### src/rtl/op_stream_bridge.sv
// Buffered bridge between leaf_interface streams and an HLS operator's ap_hs ports.
// Every channel has its own FIFO, and an IDLE/RUN/DRAIN FSM sequences the operator's ap_start.

module op_stream_bridge_fifo #(
    parameter int W   = 32,
    parameter int DL2 = 2
) (
    input  logic         clk,
    input  logic         reset,
    input  logic [W-1:0] wr_data,
    input  logic         wr_vld,
    output logic         wr_ack,
    output logic [W-1:0] rd_data,
    output logic         rd_vld,
    input  logic         rd_ack
);
    localparam int DEPTH = 1 << DL2;

    logic [W-1:0] mem [DEPTH];
    logic [DL2:0] wr_ptr, rd_ptr;
    logic         full, empty, push, pop;

    // The pointers carry one extra wrap bit, so full and empty differ only in the MSB compare.
    assign full  = (wr_ptr[DL2] != rd_ptr[DL2]) && (wr_ptr[DL2-1:0] == rd_ptr[DL2-1:0]);
    assign empty = (wr_ptr == rd_ptr);

    assign wr_ack  = ~full;
    assign rd_vld  = ~empty;
    assign rd_data = mem[rd_ptr[DL2-1:0]];
    assign push    = wr_vld & ~full;
    assign pop     = rd_ack & ~empty;

    always_ff @(posedge clk) begin
        if (reset) begin
            wr_ptr <= '0;
            rd_ptr <= '0;
        end else begin
            if (push) wr_ptr <= wr_ptr + 1'b1;
            if (pop)  rd_ptr <= rd_ptr + 1'b1;
        end
    end

    always_ff @(posedge clk) begin
        if (push) mem[wr_ptr[DL2-1:0]] <= wr_data;
    end
endmodule

module op_stream_bridge #(
    parameter int NUM_IN       = 1,
    parameter int NUM_OUT      = 1,
    parameter int PAYLOAD_BITS = 32,
    parameter int DEPTH_LOG2   = 2
) (
    input  logic                            clk,
    input  logic                            reset,
    input  logic                            ap_start,
    input  logic [NUM_IN*PAYLOAD_BITS-1:0]  dout_leaf_interface2user,
    input  logic [NUM_IN-1:0]               vld_interface2user,
    output logic [NUM_IN-1:0]               ack_user2interface,
    output logic [NUM_IN*PAYLOAD_BITS-1:0]  op_in_data,
    output logic [NUM_IN-1:0]               op_in_vld,
    input  logic [NUM_IN-1:0]               op_in_ack,
    input  logic [NUM_OUT*PAYLOAD_BITS-1:0] op_out_data,
    input  logic [NUM_OUT-1:0]              op_out_vld,
    output logic [NUM_OUT-1:0]              op_out_ack,
    output logic [NUM_OUT*PAYLOAD_BITS-1:0] din_leaf_user2interface,
    output logic [NUM_OUT-1:0]              vld_user2interface,
    input  logic [NUM_OUT-1:0]              ack_interface2user,
    output logic                            op_ap_start,
    input  logic                            op_ap_idle,
    output logic                            busy,
    output logic [31:0]                     in_words,
    output logic [31:0]                     out_words
);
    typedef enum logic [1:0] {IDLE, RUN, DRAIN} state_t;

    state_t      state, state_nxt;
    logic [31:0] in_inc, out_inc;
    logic        fifos_empty;

    for (genvar i = 0; i < NUM_IN; i++) begin : g_in
        op_stream_bridge_fifo #(.W(PAYLOAD_BITS), .DL2(DEPTH_LOG2)) u_fifo (
            .clk     (clk),
            .reset   (reset),
            .wr_data (dout_leaf_interface2user[i*PAYLOAD_BITS +: PAYLOAD_BITS]),
            .wr_vld  (vld_interface2user[i]),
            .wr_ack  (ack_user2interface[i]),
            .rd_data (op_in_data[i*PAYLOAD_BITS +: PAYLOAD_BITS]),
            .rd_vld  (op_in_vld[i]),
            .rd_ack  (op_in_ack[i])
        );
    end

    for (genvar j = 0; j < NUM_OUT; j++) begin : g_out
        op_stream_bridge_fifo #(.W(PAYLOAD_BITS), .DL2(DEPTH_LOG2)) u_fifo (
            .clk     (clk),
            .reset   (reset),
            .wr_data (op_out_data[j*PAYLOAD_BITS +: PAYLOAD_BITS]),
            .wr_vld  (op_out_vld[j]),
            .wr_ack  (op_out_ack[j]),
            .rd_data (din_leaf_user2interface[j*PAYLOAD_BITS +: PAYLOAD_BITS]),
            .rd_vld  (vld_user2interface[j]),
            .rd_ack  (ack_interface2user[j])
        );
    end

    assign fifos_empty = ~(|op_in_vld) & ~(|vld_user2interface);

    always_ff @(posedge clk) begin
        if (reset) state <= IDLE;
        else       state <= state_nxt;
    end

    always_comb begin
        state_nxt = state;
        case (state)
            IDLE:    if (ap_start) state_nxt = RUN;
            RUN:     if (!ap_start) state_nxt = DRAIN;
            DRAIN:   if (ap_start) state_nxt = RUN;
                     else if (fifos_empty && op_ap_idle) state_nxt = IDLE;
            default: state_nxt = IDLE;
        endcase
    end

    always_comb begin
        op_ap_start = (state == RUN);
        busy        = (state != IDLE);
    end

    // Count completed handshakes across all channels on each side.
    always_comb begin
        in_inc = '0;
        for (int i = 0; i < NUM_IN; i++)
            in_inc += 32'(vld_interface2user[i] & ack_user2interface[i]);
        out_inc = '0;
        for (int j = 0; j < NUM_OUT; j++)
            out_inc += 32'(vld_user2interface[j] & ack_interface2user[j]);
    end

    always_ff @(posedge clk) begin
        if (reset) begin
            in_words  <= '0;
            out_words <= '0;
        end else begin
            in_words  <= in_words + in_inc;
            out_words <= out_words + out_inc;
        end
    end
endmodule

### config.mk
export PLATFORM = sky130hd
export DESIGN_NAME = op_stream_bridge
export DESIGN_NICKNAME = d
export VERILOG_FILES = /design/src/rtl/op_stream_bridge.sv
export SDC_FILE = /design/constraint.sdc
export NUM_CORES = 1
export LEC_CHECK = 0
export CORE_ASPECT_RATIO = 0.5
export CORE_MARGIN = 2
export CORE_UTILIZATION = 60
export CTS_BUF_LIST = sky130_fd_sc_hd__clkbuf_2
export DETAILED_ROUTE_END_ITERATION = 8
export DONT_BUFFER_PORTS = 1
export GPL_TIMING_DRIVEN = 0
export PLACE_DENSITY = 0.79
export RECOVER_POWER = 100
export SLEW_MARGIN = 10
export SYNTH_ARGS = -nofsm -noshare
export SYNTH_HDL_FRONTEND = slang
export SYNTH_SLANG_ARGS = --single-unit
### constraint.sdc
create_clock -name clk -period 3.05 [get_ports clk]
set_input_delay 0 -clock clk [delete_from_list [all_inputs] [get_ports clk]]
set_output_delay 0 -clock clk [all_outputs]
set_load 0.03 [all_outputs]
==> results of run 1 <==
==> worst register-to-register path: stages, from the launching register on <==
cell and delay, ps:
dfxtp_1 420, xor2_1 300, o31ai_1 210, inv_1 160
ha_1 210, ha_1 240, and4_1 410, nand3_2 210
or4_1 460, a21oi_1 180
==> routing by layer <==
metal | vias to the layer above | wire length, um | global-route usage [%] | part of all wire, %
li1 | 3584 | - | - | -
met1 | 4049 | 11800 | 33.3 | 39
met2 | 354 | 15400 | 44.6 | 51
met3 | 59 | 2280 | 7.99 | 7.5
met4 | 0 | 793 | 11.8 | 2.6
met5 | - | 0 | 0 | 0
==> power by group through the flow <==
| stage | Combinational (uW) | Clock [uW] | Sequential [uW] |
|---|---|---|---|
| after floorplan | 1360 | 0 | 5340 |
| after global placement | 1580 | 0 | 5360 |
| after detailed placement | 1640 | 0 | 5370 |
| after CTS | 1840 | 2890 | 5260 |
| after global routing | 1940 | 3210 | 5300 |
| final | 1840 | 2920 | 5280 |
==> synth_stat cells (4+ instances only) <==
cell	number	area share [%]
o21ai_0	9	0.34
clkbuf_1	19	0.54
xnor2_1	12	0.80
inv_1	16	0.46
nand2_1	24	0.69
dfxtp_1	82	13
buf_1	12	0.34
mux4_2	64	11
nor2b_1	8	0.38
nand3_1	22	0.84
a21oi_1	33	1.3
and4_1	10	0.67
and2_1	12	0.57
o31ai_1	27	1.5
mux2i_1	4	0.31
ha_1	15	1.4
xor2_1	28	1.9
nand4_1	21	1.0
nor2_1	45	1.3
or4_1	24	1.4
and3_1	6	0.29
nor4_1	6	0.29
edfxtp_1	256	59
or3_1	7	0.33
==> logic make-up after synthesis <==
group           count (synthesis)  synth area share, %
compound gates                 77                 3.67
xor+xnor                       40                 2.67
fa+ha+maj                      15                 1.43
buf+inv                        48                 1.43
flops                         338                 71.1
mux                            71                 11.6
simple gates                  192                 8.12
==> registers in the layout, indices dropped and copies added, names as in the netlist, named ones only <==
register             flops
g_in.u_fifo.mem        128
g_in.u_fifo.rd_ptr       3
g_in.u_fifo.wr_ptr       3
g_out.u_fifo.mem       128
g_out.u_fifo.rd_ptr      3
g_out.u_fifo.wr_ptr      3
in_words                32
out_words               32
state                    2
==> final cells by class <==
class / count / area share, %
antenna: 1 / 0.0159
buffer: 30 / 0.968
clock buffer: 106 / 3.36
clock inverter: 11 / 0.793
inverter: 16 / 0.381
multi-input combinational: 395 / 23.0
sequential: 338 / 59.2
tap: 300 / 2.38
timing repair buffer: 154 / 9.94
==> stage by stage <==
step	hold WS, ps	power, uW	util, %	setup WS [ps]	setup TNS, ps
3_5_place_dp	99.0	7010	63.4	-36.1	-66.8
4_1_cts	24.5	9990	73.4	2.83	0
6_report	109	10000	73.2	186	0
3_3_place_gp	99.0	6940	62.6	96.7	0
2_1_floorplan	98.9	6700	-	578	0
5_1_grt	24.3	10400	73.2	25.6	0
==> worst paths after layout <==
kind | slack, ps | endpoint | cells after the start | start
max | 190 | out_words[30] | 9 | g_out[0].u_fifo.rd_ptr[2]
min | 110 | g_out[0].u_fifo.wr_ptr[2] | 4 | op_out_vld
max reg2reg | 190 | out_words[30] | 9 | g_out[0].u_fifo.rd_ptr[2]
min reg2reg | 570 | g_in[0].u_fifo.wr_ptr[2] | 2 | g_in[0].u_fifo.wr_ptr[2]
==> repair_timing <==
item                                    CTS  global route
buffers inserted                          0             1
hold buffers                            146             0
pin swaps                                 0             1
endpoints found under the setup margin   46            30
gates resized for setup                  10             6
endpoints found under the hold margin   580             0
==> summary.md, run 1 <==
| Metric | Value |
|---|---|
| Clock Path Buffers | 3 |
| Setup Crit Path Kind | reg -> reg |
| Vias in the first global route | 8169 |
| TritonCTS buffer count | 73 |
| FMAX | 0.349 GHz |
| Final-report setup violation count | 0 |
| Clock Latency Late Sink | 910 ps |
| Nature of the critical path endpoint | flip-flop |
| Outcome | completed |
| CP peak stage delay | 460 ps |
| Seq/Total Area, Yosys | 71.1% |
| PwrDens | 636 nW/um^2 |
| Crit-path slowest cell | or4_1 |
| Initial antenna violation count | 1 |
| DP Area | 13700 um^2 |
| Die Footprint | 23100 um^2 |
| Die W | between 200 and 250 um |
| Cell variety after synth | 37 |
| Skew final | 62.1 ps |
| Crit path max fanout | 8 |
| Initial core utilization | 60.9% |
| Switching share of total power | 30.4% |
| Total track usage | 26.9% |
| Flops & latches, synth | between 300 and 400 |
| Pin count of the biggest net entering global routing | 33 |
| CTS Root Cell | clkbuf_2 |
| Delay-heaviest family, CP | simple AND/OR/NAND/NOR gates |
| # IOs | around 210 |
| Antenna-violating nets left | 0 |
| Worst Path Required | 3850 ps |
| Ys async rst share | 0% |
| Worst-path clk slew | 120 ps |
| Slew headroom | 6.41% |
| Port buffer count | 0 |
| Vias per inst | 5.96 |
| Post-Route WL | 30.3 mm |
| First-pass GRT wire length | 45.8 mm |
| Fin crit share | 93.9% |
| Worst-Margin Slew | 1400 ps |
| Final Non-Filler Cells | 1351 |
| Hold Violations, Final | 0 |
| Syn Nets | 868 |
| Multi-input logic area | about 3600 um^2 |
| Fillers | 1382 |
| Final Critical Period | ~2900 ps |
| Chip Height | around 110 um |
| Reg power frac | about 53% |
| Gp weighted congestion | 0.855 |
| WP data arrival | ~3700 ps |
| # rows | 38 |
| Synth warn | 0 |
| Synth Area per Inst | 16.8 um^2 |
| Top_reg_cell synth | edfxtp_1 |
| Core Footprint | 21500 um^2 |
| Cell Int Power | 6980 uW |
| Most frequent CP cell | ha_1 |
| Synthesized instance count | 781 |
| Layout area overhead | 20.2% |
| Placed cell count | 1088 |
| Fin nets | about 1100 |
| Commonest non-fill, non-tap cell in the layout | edfxtp_1 |
| RSZ-0062 raised after global routing | false |
| Gate power share | 18.3% |
| Hpwl dp | 17.5 mm |
| Cell area after layout | 15800 um^2 |
| Max IR drop VDD | between 300 and 400 uV |
| Hold Crit Class | in -> reg |
| Buffers & Inverters on Critical Path | 1 |
| Initial DRC count | 624 |
| Sequential Area | 9330 um^2 |
| Clock network fraction of design power | 29.1% |
| Syn Std Cell Area | 13100 um^2 |
| DRT Pass-1 Iters | 5 |
| CTS tree | built |
| Leak pwr | 0.00525 uW |
| Total congestion overflow | 0 |
| Number of enable flip-flop cells after synthesis | 256 |
| Routed vias | 8046 |
| Commonest non-fill, non-tap cells in the layout | edfxtp_1 (256), dlygate4sd3_1 (146), clkbuf_2 (112) |
| DR DRC count | 0 |
| # Max-Cap Violations | 0 |
| Crit path launch type | flip-flop |
| CP Cell Sequence | xor2_1 > o31ai_1 > inv_1 > ha_1 > ha_1 > and4_1 > nand3_2 > or4_1 > a21oi_1 |
| Switching power | 3050 uW |
| Clock sink count | between 300 and 400 |
| Drt wl/cell | 22.4 um |
| H-tree Lvls | 3 |
| Ratio of cells with drive above 1 in the final layout | between 10% and 20% |
| Max Slew Vio Count | 0 |
Power figures use the tool's default switching activity.
==> run 2, diff against run 1 <==
--- a/config.mk
+++ b/config.mk
@@ -5,7 +5,7 @@
 export SDC_FILE = /design/constraint.sdc
 export NUM_CORES = 1
 export LEC_CHECK = 0
-export CORE_ASPECT_RATIO = 0.5
+export CORE_ASPECT_RATIO = 0.6
 export CORE_MARGIN = 2
 export CORE_UTILIZATION = 60
 export CTS_BUF_LIST = sky130_fd_sc_hd__clkbuf_2
==> summary.md, run 2 (synthesized netlist as in run 1, its figures left out) <==
| Metric | Value |
|---|---|
| Outcome | completed |
| Core Footprint | 21200 um^2 |
| # rows | 41 |
| FMAX | 0.340 GHz |
| Switching power | 3040 uW |
| Final-report setup violation count | 0 |
| Pin count of the biggest net entering global routing | 33 |
| First-pass GRT wire length | 49.6 mm |
| Reg power frac | a little over half |
| WP data arrival | 3690 ps |
| Worst-Margin Slew | 922 ps |
| Crit path launch type | flip-flop |
| Fin crit share | roughly 97% |
| Hold Crit Class | in -> reg |
| DRT Pass-1 Iters | 7 |
| Final Critical Period | 2940 ps |
| Chip Height | 119 um |
| # IOs | 206 |
| Hold Worst Slack | 114 ps |
| Max Slew Vio Count | 0 |
| PwrDens | 629 nW/um^2 |
| Final WS setup | approximately 110 ps |
| Initial core utilization | between 60% and 70% |
| Hold Violations, Final | 0 |
| TritonCTS buffer count | 73 |
| Clock sink count | ~340 |
| Leak pwr | around 0.0052 uW |
| Routed vias | 8120 |
| Commonest non-fill, non-tap cells in the layout | edfxtp_1 (256), dlygate4sd3_1 (143), clkbuf_2 (112) |
| Hpwl dp | 18.2 mm |
| Clock Path Buffers | 3 |
| Port buffer count | 0 |
| Clock network fraction of design power | 27.8% |
| Vias per inst | 6.11 |
| DP Area | 13500 um^2 |
| Worst Path Required | 3790 ps |
| Clock Latency Late Sink | 870 ps |
| Cell area after layout | 15600 um^2 |
| Total track usage | 28.7% |
| Skew final | approximately 44 ps |
| Post-Route WL | ~32 mm |
| Worst-path clk slew | 120 ps |
| Gate power share | 18.4% |
| Crit path max fanout | 10 |
| Total congestion overflow | 0 |
| Die Footprint | roughly 23000 um^2 |
| Cell Int Power | 6800 uW |
| H-tree Lvls | 3 |
| Nature of the critical path endpoint | flip-flop |
| Vias in the first global route | 8687 |
| Antenna-violating nets left | 0 |
| Switching share of total power | 30.9% |
| Die W | 195 um |
| Setup Crit Path Kind | reg -> reg |
| CTS tree | built |
| Slew headroom | 38.5% |
| Max IR drop VDD | roughly 240 uV |
| DR DRC count | 0 |
| Initial antenna violation count | 2 |
| Gp weighted congestion | 0.892 |
| CTS Root Cell | clkbuf_2 |
| Fin nets | 1088 |
| Drt wl/cell | 24.0 um |
| Layout area overhead | 19.2% |
| Commonest non-fill, non-tap cell in the layout | edfxtp_1 |
| # Max-Cap Violations | 0 |
| Ratio of cells with drive above 1 in the final layout | 20.1% |
| Initial DRC count | around 650 |
| DP Worst Slack | -62.1 ps |
==> run 2: path summary, 6_finish.rpt <==
check | startpoint | slack [ps] | end | depth (start not counted)
worst max-delay path | g_in[0].u_fifo.wr_ptr[0] | 110 | in_words[30] | 8
worst min-delay path | op_out_vld | 110 | g_out[0].u_fifo.wr_ptr[0] | 4
worst max register to register | g_in[0].u_fifo.wr_ptr[0] | 110 | in_words[30] | 8
worst min register to register | state[0] | 550 | state[0] | 1
==> run 2: layout make-up <==
class | count | area [um^2]
Sequential cell | 338 | 9330
Fill cell | 1285 | 5600
Multi-Input combinational cell | 395 | 3650
Timing Repair Buffer | 147 | 1490
Clock buffer | 105 | 526
Tap cell | 279 | 349
Buffer | 30 | 129
Clock inverter | 18 | 101
Inverter | 16 | 60.1
Antenna cell | 2 | 5.00
==> run 2: timing repair <==
| action | in CTS | in global routing |
|---|---|---|
| setup buffers | 0 | 2 |
| pin swaps | 0 | 1 |
| hold endpoints to repair | 419 | 1 |
| hold buffers | 142 | 1 |
| gates resized for setup | 1 | 20 |
| endpoints found under the setup margin | 4 | 71 |
==> run 2: metrics by stage <==
step	setup TNS [ps]	instances	util (%)	power, uW
detailed placement	-62.1	1062	63.6	6970
global route	-12.5	1330	73.6	10300
finish	0	1330	73.6	9840
floorplan	0	781	-	6700
global placement	0	1060	63.4	6920
CTS	-10.6	1326	73.3	9740
==> run 2: worst max-delay path: stages (launching register included) <==
cell      delay (ps)
dfxtp_1          490
xor2_2           240
o31a_1           310
ha_1             240
ha_1             250
nand4_1          290
clkbuf_2         290
nor4_1           310
mux2_2           380
==> run 2: routing by layer <==
| layer | part of all wire (%) | GRT usage (%) | wire, um |
|---|---|---|---|
| met1 | 38 | 35.8 | 12100 |
| met2 | 49 | 46.3 | 15600 |
| met3 | 11 | 10.5 | 3440 |
| met4 | 2.6 | 11.1 | 823 |
| met5 | 0 | 0 | 0 |
==> run 2: power groups by stage <==
stage | logic (uW) | registers (uW) | clock network, uW
5_1_grt | 1900 | 5310 | 3050
3_5_place_dp | 1590 | 5380 | 0
2_1_floorplan | 1360 | 5340 | 0
3_3_place_gp | 1560 | 5360 | 0
4_1_cts | 1770 | 5270 | 2700
6_report | 1810 | 5290 | 2740
